### src/rtl/pipelined_addsub.sv
// Pipelined add/sub with N/Z/V/C flags; one carry segment per stage, operands registered on accept.
// Latency STAGES+... : accepted at edge k, out_valid after edge k+STAGES; whole pipe stalls when out_valid & !out_ready.
module pipelined_addsub #(
  parameter int BITS = 16,
  parameter int SEG  = 4
) (
  input  logic            clk,
  input  logic            rst,
  input  logic            in_valid,
  output logic            in_ready,
  input  logic [1:0]      op,
  input  logic            cin,
  input  logic [BITS-1:0] a,
  input  logic [BITS-1:0] b,
  output logic            out_valid,
  input  logic            out_ready,
  output logic [BITS-1:0] result,
  output logic            n,
  output logic            z,
  output logic            v,
  output logic            c
);

  localparam int STAGES = BITS / SEG;

  logic                advance;
  logic [BITS-1:0]     bx;
  logic                cin0;

  // Index 0 is the operand register; indices 1..STAGES each resolve one segment.
  logic [STAGES:0]     vld;
  logic [STAGES:0]     cy;
  logic [STAGES:0]     zr;
  logic [STAGES:1]     cm;
  logic [BITS-1:0]     opa [0:STAGES-1];
  logic [BITS-1:0]     opb [0:STAGES-1];
  logic [BITS-1:0]     sum [0:STAGES];

  logic [BITS-1:0]     sum_nxt [1:STAGES];
  logic [STAGES:1]     cy_nxt;
  logic [STAGES:1]     cm_nxt;
  logic [STAGES:1]     zr_nxt;

  assign out_valid = vld[STAGES];
  assign advance   = !out_valid | out_ready;
  assign in_ready  = advance;

  // Subtraction is a + ~b + 1 so that b = most-negative yields correct C and V.
  always_comb begin
    bx   = op[0] ? ~b : b;
    cin0 = op[1] ? cin : op[0];
  end

  always_comb begin
    logic [SEG:0] seg;
    seg = '0;
    for (int j = 1; j <= STAGES; j++) begin
      seg = {1'b0, opa[j-1][(j-1)*SEG +: SEG]}
          + {1'b0, opb[j-1][(j-1)*SEG +: SEG]}
          + {{SEG{1'b0}}, cy[j-1]};
      sum_nxt[j]                   = sum[j-1];
      sum_nxt[j][(j-1)*SEG +: SEG] = seg[SEG-1:0];
      cy_nxt[j]                    = seg[SEG];
      // Carry into the segment MSB recovered from the MSB sum bit and its inputs.
      cm_nxt[j] = opa[j-1][j*SEG-1] ^ opb[j-1][j*SEG-1] ^ seg[SEG-1];
      zr_nxt[j] = zr[j-1] & ~|seg[SEG-1:0];
    end
  end

  always_ff @(posedge clk or posedge rst) begin
    if (rst) begin
      vld <= '0;
      cy  <= '0;
      zr  <= '0;
      cm  <= '0;
      for (int j = 0; j < STAGES; j++) begin
        opa[j] <= '0;
        opb[j] <= '0;
      end
      for (int j = 0; j <= STAGES; j++) begin
        sum[j] <= '0;
      end
    end else if (advance) begin
      vld[0] <= in_valid;
      opa[0] <= a;
      opb[0] <= bx;
      cy[0]  <= cin0;
      sum[0] <= '0;
      zr[0]  <= 1'b1;
      for (int j = 1; j <= STAGES; j++) begin
        vld[j] <= vld[j-1];
        sum[j] <= sum_nxt[j];
        cy[j]  <= cy_nxt[j];
        cm[j]  <= cm_nxt[j];
        zr[j]  <= zr_nxt[j];
      end
      for (int j = 1; j < STAGES; j++) begin
        opa[j] <= opa[j-1];
        opb[j] <= opb[j-1];
      end
    end
  end

  assign result = sum[STAGES];
  assign n      = sum[STAGES][BITS-1];
  assign z      = zr[STAGES];
  assign c      = cy[STAGES];
  assign v      = cm[STAGES] ^ cy[STAGES];

endmodule

### config.mk
export PLATFORM = sky130hd
export DESIGN_NAME = pipelined_addsub
export DESIGN_NICKNAME = d
export VERILOG_FILES = /design/src/rtl/pipelined_addsub.sv
export SDC_FILE = /design/constraint.sdc
export NUM_CORES = 1
export LEC_CHECK = 0
export ABC_AREA = 1
export ABC_CLOCK_PERIOD_IN_PS = 11280
export CAP_MARGIN = 25
export CORE_ASPECT_RATIO = 0.8
export CORE_MARGIN = 2
export CORE_UTILIZATION = 33
export CTS_CLUSTER_DIAMETER = 150
export DETAILED_ROUTE_END_ITERATION = 10
export SLEW_MARGIN = 5
export SYNTH_ARGS = -nofsm -noshare
export SYNTH_HDL_FRONTEND = slang
export SYNTH_SLANG_ARGS = --single-unit
### constraint.sdc
create_clock -name clk -period 11.28 [get_ports clk]
set_input_delay 3.384 -clock clk [delete_from_list [all_inputs] [get_ports clk]]
set_output_delay 3.384 -clock clk [all_outputs]
set_load 0.03 [all_outputs]
==> results of run 1 <==
==> cell families after synthesis <==
family | count (synthesis)
XOR/XNOR | 19
AND/OR/NAND/NOR | 292
flip-flops | 136
AO/OA/AOI/OAI | 91
buffers and inverters | 102
adder cells (fa/ha/maj) | 20
==> worst paths after layout <==
check | from | endpoint | cells past startpoint
min in group asynchronous | rst | result[14] | 2
max | out_ready | in_ready | 4
min | vld[3] | vld[4] | 2
min reg2reg | vld[3] | vld[4] | 2
max in group asynchronous | rst | zr[1] | 3
max reg2reg | vld[4] | zr[3] | 6
==> power breakdown <==
part | internal, W | switching [W]
combinational | 0.000307 | 0.000473
sequential | 0.000698 | 0.000110
clock | 0.000345 | 0.000206
total | 0.00135 | 0.000790
==> cell type report <==
cell class,count,area (um2)
clock buffers,18,429
clock inverters,13,156
fillers,1784,10900
inverters,55,214
multi-input cells,422,2110
flip-flops and latches,136,3400
well taps,230,288
repair buffers,64,651
==> cells in the final DEF (no fill, tap or decap), types with 3 or more instances in the layout <==
cell and count:
buf_4 3, bufinv_16 3, xnor2_1 18, dfrtp_1 136, clkinv_2 5, nand3_1 24
nor2_1 18, clkdlybuf4s50_1 60, o21ai_1 38, nand2_1 247, fa_1 8, a21oi_1 7
ha_1 12, clkbuf_16 17, o21ai_2 9, clkinv_4 3, inv_1 52, o21ai_0 34
==> per-stage QoR <==
step	area, um2	hold WS [ns]	std cells
2_1_floorplan	6090	0.420	660
3_3_place_gp	6640	0.443	906
3_5_place_dp	6640	0.440	906
4_1_cts	7220	0.465	937
5_1_grt	7250	0.471	938
6_report	7250	0.464	938
==> state kept, by name, summed over array words and instances (netlist names) <==
register and count:
result 16, opa 40, vld 5, opb 40
sum 24, cm 1, cy 5, zr 5
==> critical path: cells and delay by family <==
kind	cells	cell delay, ns
buffers and inverters	3	1.23
AND/OR/NAND/NOR	1	0.19
==> routing by layer <==
layer / part of all wire (%) / up-vias / global-route usage [%]
li1: - / 2113 / -
met1: 55 / 1829 / 18.6
met2: 40 / 70 / 17.2
met3: 3.8 / 10 / 3.74
met4: 0.93 / 0 / 3.94
met5: 0 / - / 0
==> metrics, run 1 <==
minimum clock period=8.19 ns; die height=125 um; CP max stage delay=just over 0.7 ns; Post-synth EDFFs=0; Hold Path Class=flip-flop to flip-flop; slowest CP cell=clkdlybuf4s50_1; IO Pins=61; routed vias/inst=roughly 4.3; synth cell count leaders=247 x nand2_1, 136 x dfrtp_1, 53 x inv_1, 38 x o21ai_1, 34 x o21ai_0; largest family of logic cells by synthesized area=simple AND/OR/NAND/NOR gates; largest net degree at the start of global routing=106; warnings from Yosys=0; DR iter-0 viols=approximately 250; Max Slew Vio Count=0; chip width=156 um; Power Dens Cells=a little under 300 nW/um2; # Post-CTS Setup Buffers=0; Post-Synth Adder-Cell Area=5.10%; Final ANT Viol Nets=0; post-synthesis cell type count=25; synthesis-stage register bit count=roughly 140; crit path DAT=4.81 ns; pre-CTS WS=a little over 3 ns; Mapped Area=6090 um2; CTS HTree Levels=4; Critical Path Start Type=input pin; Synth Area in Compound Gates=8.14%; total clock sinks=136; mux cell area share after synthesis=0%; Num CTS Buffers=17; Setup WS post-layout=3.09 ns; final hold vios=0; Synth Net Count=719; IO buf count=60; CTS tree=done; vias in the first global route=3930; Total GRT Usage=between 10% and 20%; clk_skew=approximately 0.0093 ns; Core Area=18100 um2; Residual DRC=0; CP cell instances=clkdlybuf4s50_1 > inv_2 > nand2_4 > clkdlybuf4s50_1; initial antenna violation count=0; Synth area leaders=dfrtp_1 56%, nand2_1 15%, inv_1 3.3%; total routed wirelength=11.2 mm; hold_buf cts=0; Vias=4022; Setup crit end kind=output pin; post-synthesis xor/xnor area fraction=about 2.7%; die footprint=19600 um2; mean area per synthesized cell=9.22 um2; # rows=44; first-pass GRT wire length=19.3 mm; Post-Syn Instances=660; Max Freq=0.122 GHz; Final HPWL DP=7.06 mm; clk_lat worst skew=0.41 ns; Most common cell on crit path=clkdlybuf4s50_1; period utilization=between 70 and 80%; status=finished clean; Crit Path Max Fanout=22; Seq/Total Area, Yosys=a little under three fifths; Synth area leader=dfrtp_1; R2R Setup Slk=9.20 ns; Final Setup Violations=0; CTS resizes=0; WL per Instance=between 10 and 15 um; max cap viols=0; Core Util, Final=approximately 40%; TritonRoute pass-1 iters=4; Simple-Gate Fraction of Synth Area=approximately a fifth; Initial Util=33.6%; ys async rst share=between 90% and 100%; # nets final=755; top cell type's share of synthesized area=55.9%; Reg clk slew, reported paths=0.06 ns; Area growth syn-to-layout=19.1%; total power=0.00214 W; share of layout cells above drive strength 1=under 10%; Fin Setup TNS=0 ns; antenna cell count=0; Root Driver=clkbuf_16; most frequent cell after synthesis=nand2_1; Max Root-Sink Buffers=2; Worst Max-Slew Pin Slew=0.956 ns; Worst Path Required=7.90 ns; Most used DFF post-synth=dfrtp_1; Placer Congestion=0.759; Max-slew headroom=36.3%; grt ovf=0; worst vdd ir=0.0991 mV; RSZ-0062 raised after global routing=false; Crit Path Class=input pin to output pin; P_leak=between 3 and 4 nW
Note: power is estimated with default switching activity, not from simulation.
==> inputs of run 2 (changes only) <==
--- a/config.mk
+++ b/config.mk
@@ -6,7 +6,7 @@
 export NUM_CORES = 1
 export LEC_CHECK = 0
 export ABC_AREA = 1
-export ABC_CLOCK_PERIOD_IN_PS = 11280
+export ABC_CLOCK_PERIOD_IN_PS = 6800
 export CAP_MARGIN = 25
 export CORE_ASPECT_RATIO = 0.8
 export CORE_MARGIN = 2
==> constraint.sdc (replaced) <==
create_clock -name clk -period 6.8 [get_ports clk]
set_input_delay 2.04 -clock clk [delete_from_list [all_inputs] [get_ports clk]]
set_output_delay 2.04 -clock clk [all_outputs]
set_load 0.03 [all_outputs]
==> metrics, run 2 (synthesized netlist as in run 1, its figures left out) <==
status=finished clean (unchanged); Most common cell on crit path=clkdlybuf4s50_1 (unchanged); commonest non-fill, non-tap cells in the layout=247 x nand2_1, 136 x dfrtp_1, 60 x clkdlybuf4s50_1 (unchanged); Max Freq=0.182 GHz; Max Slew Vio Count=0 (unchanged); Residual DRC=0 (unchanged); crit path DAT=3.46 ns (was 4.81 ns); WL per Instance=12.2 um (was 11.9 um); R2R cell count=6 (unchanged); Final ANT Viol Nets=0 (unchanged); Core Area=18100 um2 (unchanged); Max Root-Sink Buffers=2 (unchanged); CP bufs+invs=3 (unchanged); Vias=4067 (was 4022); slowest CP cell=clkdlybuf4s50_1 (unchanged); Setup crit end kind=output pin (unchanged); Hold Path Cell Cnt=2 (unchanged); # rows=44 (unchanged); IO buf count=60 (unchanged); antenna cell count=0 (unchanged); worst vdd ir=0.194 mV (was 0.0991 mV); Reg clk slew, reported paths=0.06 ns (about the same); share of layout cells above drive strength 1=7.19% (was 6.92%); CP max stage delay=0.72 ns (about the same); # nets final=756 (was 755); period utilization=80.9%; Power Dens Cells=491 nW/um2 (was 295 nW/um2); Worst Max-Slew Pin Slew=0.963 ns (was 0.956 ns); CP top delay family=buffers and inverters (unchanged); Total GRT Usage=12.6% (was 12.4%); Initial Util=33.6% (unchanged); Worst Hold End=vld[4] (unchanged); Final Instance Area=7260 um2 (was 7250 um2); biggest regs=opa x40, opb x40, sum x24 (unchanged); Final HPWL DP=7.33 mm (was 7.06 mm); Final Setup Violations=0 (unchanged); die height=125 um (unchanged); # Post-CTS Setup Buffers=0 (unchanged); R2R Setup Slk=4.77 ns (was 9.20 ns); CTS resizes=0 (unchanged); largest net degree at the start of global routing=106 (unchanged); final hold vios=0 (unchanged); multi-input logic area=2110 um2 (unchanged); Seq. cell area=3400 um2 (unchanged); routed vias/inst=4.33 (was 4.29); Post-Layout Cell Count=939 (was 938); CTS HTree Levels=4 (unchanged); Crit Path Max Fanout=20 (was 22); initial antenna violation count=0 (unchanged); Area growth syn-to-layout=19.3% (was 19.1%); hold_sp=vld[3] (unchanged); Placer Congestion=0.747 (was 0.759); minimum clock period=~5.5 ns; RSZ-0062 raised after global routing=false (unchanged); Max-slew headroom=35.8% (was 36.3%); clk_lat worst skew=0.41 ns (about the same); die footprint=19600 um2 (unchanged); hold_buf cts=0 (unchanged); total routed wirelength=11.4 mm (was 11.2 mm); placed insts=907 (was 906); CTS tree=done (unchanged); Num CTS Buffers=17 (unchanged); Critical R2R Capture=zr[3] (unchanged); Root Driver=clkbuf_16 (unchanged); clk_skew=0.00785 ns (was 0.00933 ns); total clock sinks=136 (unchanged); TritonRoute pass-1 iters=4 (unchanged); grt ovf=0 (unchanged); DR iter-0 viols=227 (was 246); chip width=156 um (unchanged); r2r startpoint=vld[4] (unchanged); Hold Path Class=flip-flop to flip-flop (unchanged); IO Pins=61 (unchanged); most common cell after layout, fill and taps aside=nand2_1 (unchanged); vias in the first global route=3936 (was 3930); P_leak=3.51 nW (was 3.50 nW); CP cell instances=clkdlybuf4s50_1 > inv_2 > nand2_4 > clkdlybuf4s50_1 (unchanged); Worst Path Required=4.76 ns (was 7.90 ns); Critical Path Start Type=input pin (unchanged); # fillers=1820 (was 1784); Crit Path Class=input pin to output pin (unchanged); Fin Setup TNS=0 ns (unchanged); max cap viols=0 (unchanged); first-pass GRT wire length=19.7 mm (was 19.3 mm); dpl cell area=6650 um2 (was 6640 um2)
-- run 2: worst max path at each step --
stage,slack (ns),start,to,cells after the start
detailed placement,1.29,out_ready,in_ready,4
CTS,1.29,out_ready,in_ready,4
global route,1.22,out_ready,in_ready,4
global placement,1.30,out_ready,in_ready,4
floorplan,1.12,rst,cm[4],1
finish,1.30,out_ready,in_ready,4
-- run 2: through the flow --
stage | util (%) | hold slack [ns] | power, W | worst slack, ns
2_1_floorplan | - | 0.420 | 0.00237 | 1.12
3_3_place_gp | 36.7 | 0.433 | 0.00263 | 1.30
3_5_place_dp | 36.7 | 0.437 | 0.00267 | 1.29
4_1_cts | 39.9 | 0.451 | 0.00359 | 1.29
5_1_grt | 40.1 | 0.473 | 0.00385 | 1.22
6_report | 40.1 | 0.453 | 0.00356 | 1.30
-- run 2: where the power goes --
part / switching [W] / internal (W)
logic: 0.000799 / 0.000509
clock network: 0.000343 / 0.000567
registers: 0.000187 / 0.00116
-- run 2: metal layers --
metal  GRT usage (%)  part of all wire, %
met1            19.1                   54
met2            17.4                   41
met3            4.16                  3.6
met4            2.97                 0.79
met5               0                    0
-- run 2: worst reg2reg max path, cell delays in order (launching register included) --
cell and delay, ns:
dfrtp_1 0.40, nand2_4 0.22, buf_4 0.78, nand3_1 0.28, nor2_1 0.18, nand2_1 0.07, nand2_1 0.05
-- run 2: final cells by class --
type | instances | area share (%)
clock buffers | 20 | 6.43
flip-flops and latches | 136 | 46.9
clock inverters | 11 | 1.69
inverters | 55 | 2.95
repair buffers | 65 | 9.06
well taps | 230 | 3.96
multi-input cells | 422 | 29.1
